`src/rtl/palette_pkg.sv`:
```
// Shared widths, CPU arbiter state encoding and the palette word decoder
// used by the palette video output stage.
package palette_pkg;

    localparam int PAL_AW = 13;
    localparam int PAL_DW = 16;
    localparam int RGB_W  = 6;

    typedef enum logic [1:0] {
        IDLE   = 2'd0,
        PEND   = 2'd1,
        RDWAIT = 2'd2,
        DONE   = 2'd3
    } cpu_state_t;

    typedef struct packed {
        logic [RGB_W-1:0] r;
        logic [RGB_W-1:0] g;
        logic [RGB_W-1:0] b;
    } rgb_t;

    // Bit 15 is an inverted common LSB, bits 14..12 are per-channel second LSBs.
    function automatic rgb_t pal_decode(input logic [PAL_DW-1:0] word,
                                        input logic dark_shadow);
        rgb_t c;
        c.r = {word[11:8], word[14], ~word[15]};
        c.g = {word[7:4],  word[13], ~word[15]};
        c.b = {word[3:0],  word[12], ~word[15]};
        if (dark_shadow) begin
            c.r = {1'b0, c.r[RGB_W-1:1]};
            c.g = {1'b0, c.g[RGB_W-1:1]};
            c.b = {1'b0, c.b[RGB_W-1:1]};
        end
        return c;
    endfunction

endpackage

```
`src/rtl/palette_video_out_decode.sv`:
```
// Combinational palette word to RGB conversion with shadow and blanking applied;
// the output register lives in the parent.
module palette_decode
    import palette_pkg::*;
#(
    parameter bit BLANK_BLACK = 1'b1,
    parameter bit SHADOW_EN   = 1'b1
) (
    input  logic [PAL_DW-1:0] word,
    input  logic              blank,
    input  logic              shadow,
    output rgb_t              rgb
);

    logic [3*RGB_W-1:0] raw_flat;
    logic [3*RGB_W-1:0] out_flat;
    logic               force_black;

    assign raw_flat    = pal_decode(word, SHADOW_EN && shadow);
    assign force_black = BLANK_BLACK && blank;

    // Blanking overrides whatever shadow did to each channel.
    genvar gi;
    generate
        for (gi = 0; gi < 3; gi++) begin : g_chan
            assign out_flat[gi*RGB_W +: RGB_W] = force_black ? '0 : raw_flat[gi*RGB_W +: RGB_W];
        end
    endgenerate

    assign rgb = out_flat;

endmodule

```
`src/rtl/palette_video_out.sv`:
```
// Palette RAM consumer: per-pixel colour fetch and decode to 6-bit RGB, plus
// arbitration of the single RAM port between video fetches and buffered CPU accesses.
module palette_video_out
    import palette_pkg::*;
#(
    parameter bit BLANK_BLACK = 1'b1,
    parameter bit SHADOW_EN   = 1'b1
) (
    input  logic              CLK_24M,
    input  logic              RESET,
    input  logic              PIXEL_CE,
    input  logic [11:0]       PIX_INDEX,
    input  logic              PALBANK,
    input  logic              BLANK,
    input  logic              SHADOW,
    input  logic              CPU_REQ,
    input  logic              CPU_RW,
    input  logic [PAL_AW-1:0] CPU_ADDR,
    input  logic [PAL_DW-1:0] CPU_WDATA,
    output logic              CPU_BUSY,
    output logic              CPU_ACK,
    output logic [PAL_DW-1:0] CPU_RDATA,
    output logic [PAL_AW-1:0] PAL_ADDR,
    output logic [PAL_DW-1:0] PAL_WDATA,
    output logic              PAL_nWE,
    input  logic [PAL_DW-1:0] PAL_RDATA,
    output logic [RGB_W-1:0]  R,
    output logic [RGB_W-1:0]  G,
    output logic [RGB_W-1:0]  B
);

    cpu_state_t        state_reg;
    logic              cpu_rw_reg;
    logic [PAL_AW-1:0] cpu_addr_reg;
    logic [PAL_DW-1:0] cpu_wdata_reg;
    logic              busy_reg;
    logic              ack_reg;
    logic [PAL_DW-1:0] rdata_reg;

    logic [PAL_AW-1:0] pal_addr_reg;
    logic [PAL_AW-1:0] pal_addr_next;
    logic              pal_nwe_next;

    logic              ce_d1_reg;
    logic              blank_d1_reg;
    logic              shadow_d1_reg;
    rgb_t              rgb_reg;
    rgb_t              rgb_decoded;

    // RAM port mux: the pixel slot always owns the port; the CPU issues only on
    // a free clock while pending. Otherwise the last address is simply held.
    always_comb begin
        pal_addr_next = pal_addr_reg;
        pal_nwe_next  = 1'b1;
        if (!RESET) begin
            if (PIXEL_CE) begin
                pal_addr_next = {PALBANK, PIX_INDEX};
            end else if (state_reg == PEND) begin
                pal_addr_next = cpu_addr_reg;
                pal_nwe_next  = cpu_rw_reg;
            end
        end
    end

    always_ff @(posedge CLK_24M) begin
        if (RESET) begin
            pal_addr_reg <= '0;
        end else begin
            pal_addr_reg <= pal_addr_next;
        end
    end

    always_ff @(posedge CLK_24M) begin
        if (RESET) begin
            state_reg     <= IDLE;
            cpu_rw_reg    <= 1'b1;
            cpu_addr_reg  <= '0;
            cpu_wdata_reg <= '0;
            busy_reg      <= 1'b0;
            ack_reg       <= 1'b0;
            rdata_reg     <= '0;
        end else begin
            ack_reg <= 1'b0;
            case (state_reg)
                IDLE: begin
                    if (CPU_REQ) begin
                        cpu_rw_reg   <= CPU_RW;
                        cpu_addr_reg <= CPU_ADDR;
                        if (!CPU_RW) begin
                            cpu_wdata_reg <= CPU_WDATA;
                        end
                        busy_reg  <= 1'b1;
                        state_reg <= PEND;
                    end
                end
                PEND: begin
                    if (!PIXEL_CE) begin
                        if (cpu_rw_reg) begin
                            state_reg <= RDWAIT;
                        end else begin
                            busy_reg  <= 1'b0;
                            ack_reg   <= 1'b1;
                            state_reg <= DONE;
                        end
                    end
                end
                RDWAIT: begin
                    // Data for the address issued last clock; a pixel fetch now cannot disturb it.
                    rdata_reg <= PAL_RDATA;
                    busy_reg  <= 1'b0;
                    ack_reg   <= 1'b1;
                    state_reg <= DONE;
                end
                DONE: begin
                    state_reg <= IDLE;
                end
                default: begin
                    state_reg <= IDLE;
                end
            endcase
        end
    end

    palette_decode #(
        .BLANK_BLACK (BLANK_BLACK),
        .SHADOW_EN   (SHADOW_EN)
    ) u_decode (
        .word   (PAL_RDATA),
        .blank  (blank_d1_reg),
        .shadow (shadow_d1_reg),
        .rgb    (rgb_decoded)
    );

    // Blank and shadow travel alongside the fetch so they match the returned word.
    always_ff @(posedge CLK_24M) begin
        if (RESET) begin
            ce_d1_reg     <= 1'b0;
            blank_d1_reg  <= 1'b0;
            shadow_d1_reg <= 1'b0;
            rgb_reg       <= '0;
        end else begin
            ce_d1_reg <= PIXEL_CE;
            if (PIXEL_CE) begin
                blank_d1_reg  <= BLANK;
                shadow_d1_reg <= SHADOW;
            end
            if (ce_d1_reg) begin
                rgb_reg <= rgb_decoded;
            end
        end
    end

    assign PAL_ADDR  = pal_addr_next;
    assign PAL_nWE   = pal_nwe_next;
    assign PAL_WDATA = cpu_wdata_reg;
    assign CPU_BUSY  = busy_reg;
    assign CPU_ACK   = ack_reg;
    assign CPU_RDATA = rdata_reg;
    assign R         = rgb_reg.r;
    assign G         = rgb_reg.g;
    assign B         = rgb_reg.b;

endmodule

```
`config.mk`:
```
export PLATFORM = sky130hd
export DESIGN_NAME = palette_video_out
export DESIGN_NICKNAME = d
export VERILOG_FILES = /design/src/rtl/palette_pkg.sv /design/src/rtl/palette_video_out_decode.sv /design/src/rtl/palette_video_out.sv
export SDC_FILE = /design/constraint.sdc
export NUM_CORES = 1
export LEC_CHECK = 0
export CORE_AREA = 2 2 91 93
export DETAILED_ROUTE_END_ITERATION = 10
export DIE_AREA = 0 0 93 95
export PLACE_DENSITY = 0.84
export SETUP_SLACK_MARGIN = 0.3
export SYNTH_ARGS = -nofsm -noshare
export SYNTH_HDL_FRONTEND = slang
export SYNTH_SLANG_ARGS = --single-unit
```
`constraint.sdc`:
```
create_clock -name CLK_24M -period 2.47 [get_ports CLK_24M]
set_clock_uncertainty 0.05 [all_clocks]
set_input_delay 0.247 -clock CLK_24M [delete_from_list [all_inputs] [get_ports CLK_24M]]
set_output_delay 0.247 -clock CLK_24M [all_outputs]
set_load 0.02 [all_outputs]
```
==> metrics.md <==
| Metric | Value |
|---|---|
| Worst Hold Class | `in2reg` |
| DP Wirelength | `6.718 mm` |
| CP max FO | `44` |
| Ys Warns | `0` |
| Slowest cell on the critical path | `clkdlybuf4s50_1` |
| Avg Inst Size Synth | `roughly 9 sq um` |
| Routed WL | `9.573 mm` |
| Die X | `93 microns` |
| RSZ-0062 raised after global routing | `false` |
| Placed cell area | `slightly above 5000 sq um` |
| Post-synth EDFFs | `0` |
| Overflow after GRT | `0` |
| Cell Rows | `33` |
| Max-Cap Viols | `0` |
| Power Density | `849.5 nW/um^2` |
| GP Congestion | `0.7966` |
| Most frequent cell after synthesis | `dfxtp_1` |
| Antenna Nets Post-Route | `0` |
| Critical Path RT | `2170 ps` |
| Worst rel slew slack | `0.4674` |
| Mapped Nets | `494` |
| DRC | `0` |
| Initial antenna violation count | `0` |
| Setup violators final | `0` |
| # nets final | `613` |
| Net Sw Frac | `0.3263` |
| WL/cell | `14.68 microns` |
| Starting Density | `0.4724` |
| Max-slew violation count | `0` |
| Crit path largest cell delay | `610 ps` |
| Fin util | `0.6667` |
| Combinational Power Share | `0.341` |
| CP endpoint kind | `output port` |
| Final instance area | `5285 sq um` |
| Clk pwr share | `0.287` |
| Pin count of the biggest net entering global routing | `45` |
| Max frequency | `0.4779 GHz` |
| Flops & latches, synth | `84` |
| Vias | `3427` |
| Hold slack | `247.6 ps` |
| CP Data Arrival Time | `1800 ps` |
| Top post-synthesis cells by count | `dfxtp_1 (84), nand2_1 (60), a21oi_1 (44)` |
| Cell mode on critical path | `clkdlybuf4s50_1` |
| Area leader, netlist | `dfxtp_1` |
| Asr flop ratio synth | `0` |
| First drt pass iteration count | `4` |
| Main flop type after synthesis | `dfxtp_1` |
| N_diodes | `0` |
| CTS H-tree depth | `3` |
| Vias/cell | `5.256` |
| Post-Syn Instances | `approximately 420` |
| Pre-CTS setup slack | `204.0 ps` |
| LEAKAGE | `1.954 nW` |
| Final TNS setup | `0 ps` |
| Worst IR drop on VDD | `approximately 480 uV` |
| Layout area overhead | `41.13%` |
| TritonCTS Sinks | `84` |
| Delay-heaviest family, CP | `buffers and inverters` |
| Die area | `slightly below 9000 sq um` |
| Iteration-0 DRC Markers | `89` |
| Setup WS post-layout | `377.6 ps` |
| Reg clk slew, reported paths | `about 80 ps` |
| Synth Cell Area | `3745 sq um` |
| Setup Crit Path Kind | `in2out` |
| Die Ht | `95 microns` |
| Placed Cells | `634` |
| Boundary pin count | `131` |
| Clock buffer depth | `2` |
| Type of origin of the critical path | `input port` |
| First-pass GRT wire length | `15.31 mm` |
| Clock root buffer | `clkbuf_8` |
| Finished Layout Cells | `652` |
| Number of global-route vias before repair | `3249` |
| Seq/Total Area, Yosys | `0.4490` |
| TritonCTS clock tree | `built` |
| Share of cells above drive strength 1 | `0.1298` |
| CP Buf/Inv Count | `3` |
| Post-layout min period | `2092 ps` |
| Post-synth cell types | `39` |
| Measured slew at the worst slew-check pin | `approximately 800 ps` |
| Status | `completed` |
| Core ar. | `roughly 8000 sq um` |
| GRT Util Overall | `0.2151` |
| CTS Buf Count | `9` |
| Final worst path period share | `0.8471` |
| Final Power | `4.490 mW` |
| Net switching power figure | `1.465 mW` |
| Internal power | `3.025 mW` |
| Hold Fails Final Rpt | `0` |
| Synth area leaders | `dfxtp_1 (45%), nand2_1 (6.0%), a21oi_1 (5.9%), nor2b_1 (4.8%), mux2i_1 (4.8%)` |
| Sequential power share | `0.372` |
| Number of port buffers | `130` |
| Worst-Skew Late Latency | `roughly 340 ps` |
| Critical-path cell list | `clkdlybuf4s50_1, buf_12, nor2_1, nand3b_1, clkdlybuf4s50_1` |
| Area share of the largest cell type after synthesis | `0.4490` |
path summary, 6_finish.rpt:
path / from / endpoint / slack (ps) / depth (start not counted)
worst max-delay path: PIXEL_CE / PAL_nWE / 380 / 5
worst min-delay path: RESET / cpu_addr_reg[9] / 250 / 2
worst max register to register: shadow_d1_reg / B[1] / 790 / 3
worst min register to register: PAL_WDATA[5] / PAL_WDATA[5] / 410 / 2
metal layers:
metal	routed length, microns	up-vias	GRT usage	part of all wire
met1	4391	1590	0.2839	0.46
met5	0	-	0	0
met3	595	12	0.04230	0.062
met2	4477	122	0.3496	0.47
li1	-	1703	-	-
met4	109	0	0.08211	0.011
area by class of cell:
type                    count  area, sq um
fillers                   631         2643
multi-input cells         302         1856
flip-flops and latches     84         1684
repair buffers            140         1323
clock buffers              10        137.6
clock inverters             6        135.1
well taps                 105        131.4
inverters                   5        18.77
repair_timing:
action | in CTS | in global routing
setup buffers | 2 | 0
hold buffers | 0 | 0
setup endpoints to repair | 13 | 14
gates resized for setup | 70 | 6
power by group through the flow:
stage	Sequential, mW	Clock (mW)	Combinational, mW
6_report	1.67	1.29	1.53
5_1_grt	1.70	1.38	1.67
4_1_cts	1.66	1.31	1.53
3_5_place_dp	1.69	0	1.53
3_3_place_gp	1.69	0	1.48
2_1_floorplan	1.79	0	0.901
placed cells by master, fill, tap and decap left out, drive strengths merged:
cell type,instances
a211oi,14
a31oi,5
buf,24
a22oi,25
nand3,1
nor2,38
mux2i,18
nor3b,1
inv,5
a21oi,44
and3b,1
dfxtp,84
clkinvlp,2
a311oi,1
bufinv,4
a21o,1
nor3,14
and2b,1
and4,1
or2b,3
clkdlybuf4s50,116
o21ai,15
or2,1
nand2b,3
clkbuf,10
and2,1
nand2,60
nand3b,2
ha,6
a32oi,3
nor2b,31
mux2,12
cells by family (layout without fill, tap and decap cells):
logic type      count (synthesis)  after routing  synth area share
simple gates                  158            158            0.2011
compound gates                108            108            0.1808
flops                          84             84            0.4490
buf+inv                        37            161           0.06081
mux                            30             30           0.08821
fa+ha+maj                       6              6           0.02005
Power figures use the tool's default switching activity.
==> RTL change: new RTL, config.mk and constraints unchanged <==
Reset style: asynchronous (`RESET`), changed in 3 clocked blocks.
--- a/src/rtl/palette_video_out.sv
+++ b/src/rtl/palette_video_out.sv
@@ -64,3 +64,3 @@
 
-    always_ff @(posedge CLK_24M) begin
+    always_ff @(posedge CLK_24M or posedge RESET) begin
         if (RESET) begin
@@ -72,3 +72,3 @@
 
-    always_ff @(posedge CLK_24M) begin
+    always_ff @(posedge CLK_24M or posedge RESET) begin
         if (RESET) begin
@@ -134,3 +134,3 @@
     // Blank and shadow travel alongside the fetch so they match the returned word.
-    always_ff @(posedge CLK_24M) begin
+    always_ff @(posedge CLK_24M or posedge RESET) begin
         if (RESET) begin
Function: differs if RESET is asserted again (counterexample within 4 cycles, from zero or initial values and one cycle with RESET high); with RESET held inactive, the same outputs for 10 cycles.
==> RTL change against the unedited design <==
Setup slack lost 0.014 ns. Synthesized area shrank 4.0%. Final cell count shrank 19%. Wire length shrank 9.2%. Final area shrank 0.69%. Sequential cell count is the same. Power grew 34%. Sequential share of layout area grew 8.2 points. Critical path depth grew 2. Critical path type is now reg -> out. Critical endpoint is now PAL_ADDR[1].
==> RTL change: results <==
[outcome]
status = finished clean

[placement]
pre_cts_slack_ns = 0.0381
dp_hpwl_um = 6180
placed_cells = 505
gp_congestion = 0.786
place_area_um2 = 5020

[detailed_routing]
drt_wl_total_um = 8700
vias_per_cell = 5.13
num_vias = 2697
initialDrtViolationCount = 91

[synth]
syn-num-nets = 346
synthFlopType = dfrtp_1
async_flop_share_pct = 100
synth.area.mux_share_pct = 18.8
yosys-top-cells-area = dfrtp_1 (58%), mux2_2 (8.5%), mux2_1 (6.3%)
synth_cells = 276
yosys.area_share.adder_pct = 1.74
post_synth_num_cell_types = 33

[layout]
nets = 487
layout-drive-gt1-share_pct = 20.2

[grt]
first_global_vias = 2825
groute.usage.overall_pct = 19.9
grt_max_degree = 85
grt_pass1_wl_um = 13700

[pwr]
p_int_uw = 3910
p_leak_uw = 0.00226

[timing]
relSlewSlack_pct = 31.1

[worst_setup_path]
max_stage_delay_ns = 0.41
[RTL change: cell count changes after synthesis, moves of 16 or more]
| cell | unedited run | this run |
|---|---|---|
| dfxtp_1 | 84 | 0 |
| dfrtp_1 | 0 | 83 |
| mux2_2 | 8 | 27 |
| nand2_1 | 60 | 4 |
| a21oi_1 | 44 | 1 |
| nor2b_1 | 29 | 7 |
| nor2_1 | 38 | 2 |
| mux2_1 | 0 | 20 |
| inv_1 | 5 | 21 |
[RTL change: metal layers]
metal / vias up / part of all wire [%] / GRT usage, %
li1: 1263 / - / -
met1: 1328 / 41 / 24.6
met2: 96 / 50 / 33.9
met3: 10 / 7.9 / 5.67
met4: 0 / 1.1 / 6.13
met5: - / 0 / 0
[RTL change: final timing paths]
kind                         startpoint      endpoint  slack, ns  cells past startpoint
hold reg to reg            PAL_WDATA[9]  PAL_WDATA[9]       0.45                      1
setup / recovery           state_reg[1]   PAL_ADDR[1]       0.36                      7
hold / removal             CPU_WDATA[4]  PAL_WDATA[4]       0.44                      2
min in group asynchronous         RESET  state_reg[1]       0.92                      4
max in group asynchronous         RESET          R[5]       0.79                      4
setup reg to reg           state_reg[0]      CPU_BUSY       0.50                      5
[RTL change: layout make-up]
class	count	area (um2)
Clock buffer	10	128
Clock inverter	5	77.6
Fill cell	607	2680
Inverter	21	86.3
Multi-Input combinational cell	155	1360
Sequential cell	84	2100
Tap cell	105	131
Timing Repair Buffer	145	1360
Timing Repair inverter	1	7.51
[RTL change: metrics by stage]
step / util (%) / power [uW]
finish: 66.2 / 6000
global placement: 63.4 / 4850
floorplan: - / 3750
CTS: 65.9 / 6010
detailed placement: 63.4 / 4950
global route: 66.2 / 6350
[RTL change: logic make-up (layout without fill, tap and decap cells)]
logic type,count (synthesis),after routing
DFF,84,84
and+or+nand+nor,25,25
adders and majority gates,5,5
AOI/OAI and AO/OA,64,64
muxes,61,61
buffers and inverters,37,182
[RTL change: repair_timing]
item | CTS | global route
resized for setup | 84 | 3
setup endpoints to repair | 14 | 11
pin swaps | 3 | 2
setup buffers | 2 | 2
cloned | 1 | 1
hold buffers | 0 | 0
[RTL change: worst max-delay path: cells and delay by family (launching register included)]
family	cells	cell delay (ns)
simple gates	1	0.16
flops	1	0.41
fa+ha+maj	1	0.17
compound gates	2	0.26
buf+inv	3	0.48
[RTL change: power by group through the flow]
stage	clock [uW]	combinational (uW)	sequential, uW
3_3_place_gp	0	2630	2220
3_5_place_dp	0	2700	2250
4_1_cts	1070	2720	2230
5_1_grt	1130	2920	2290
2_1_floorplan	0	1170	2580
6_report	1040	2730	2230
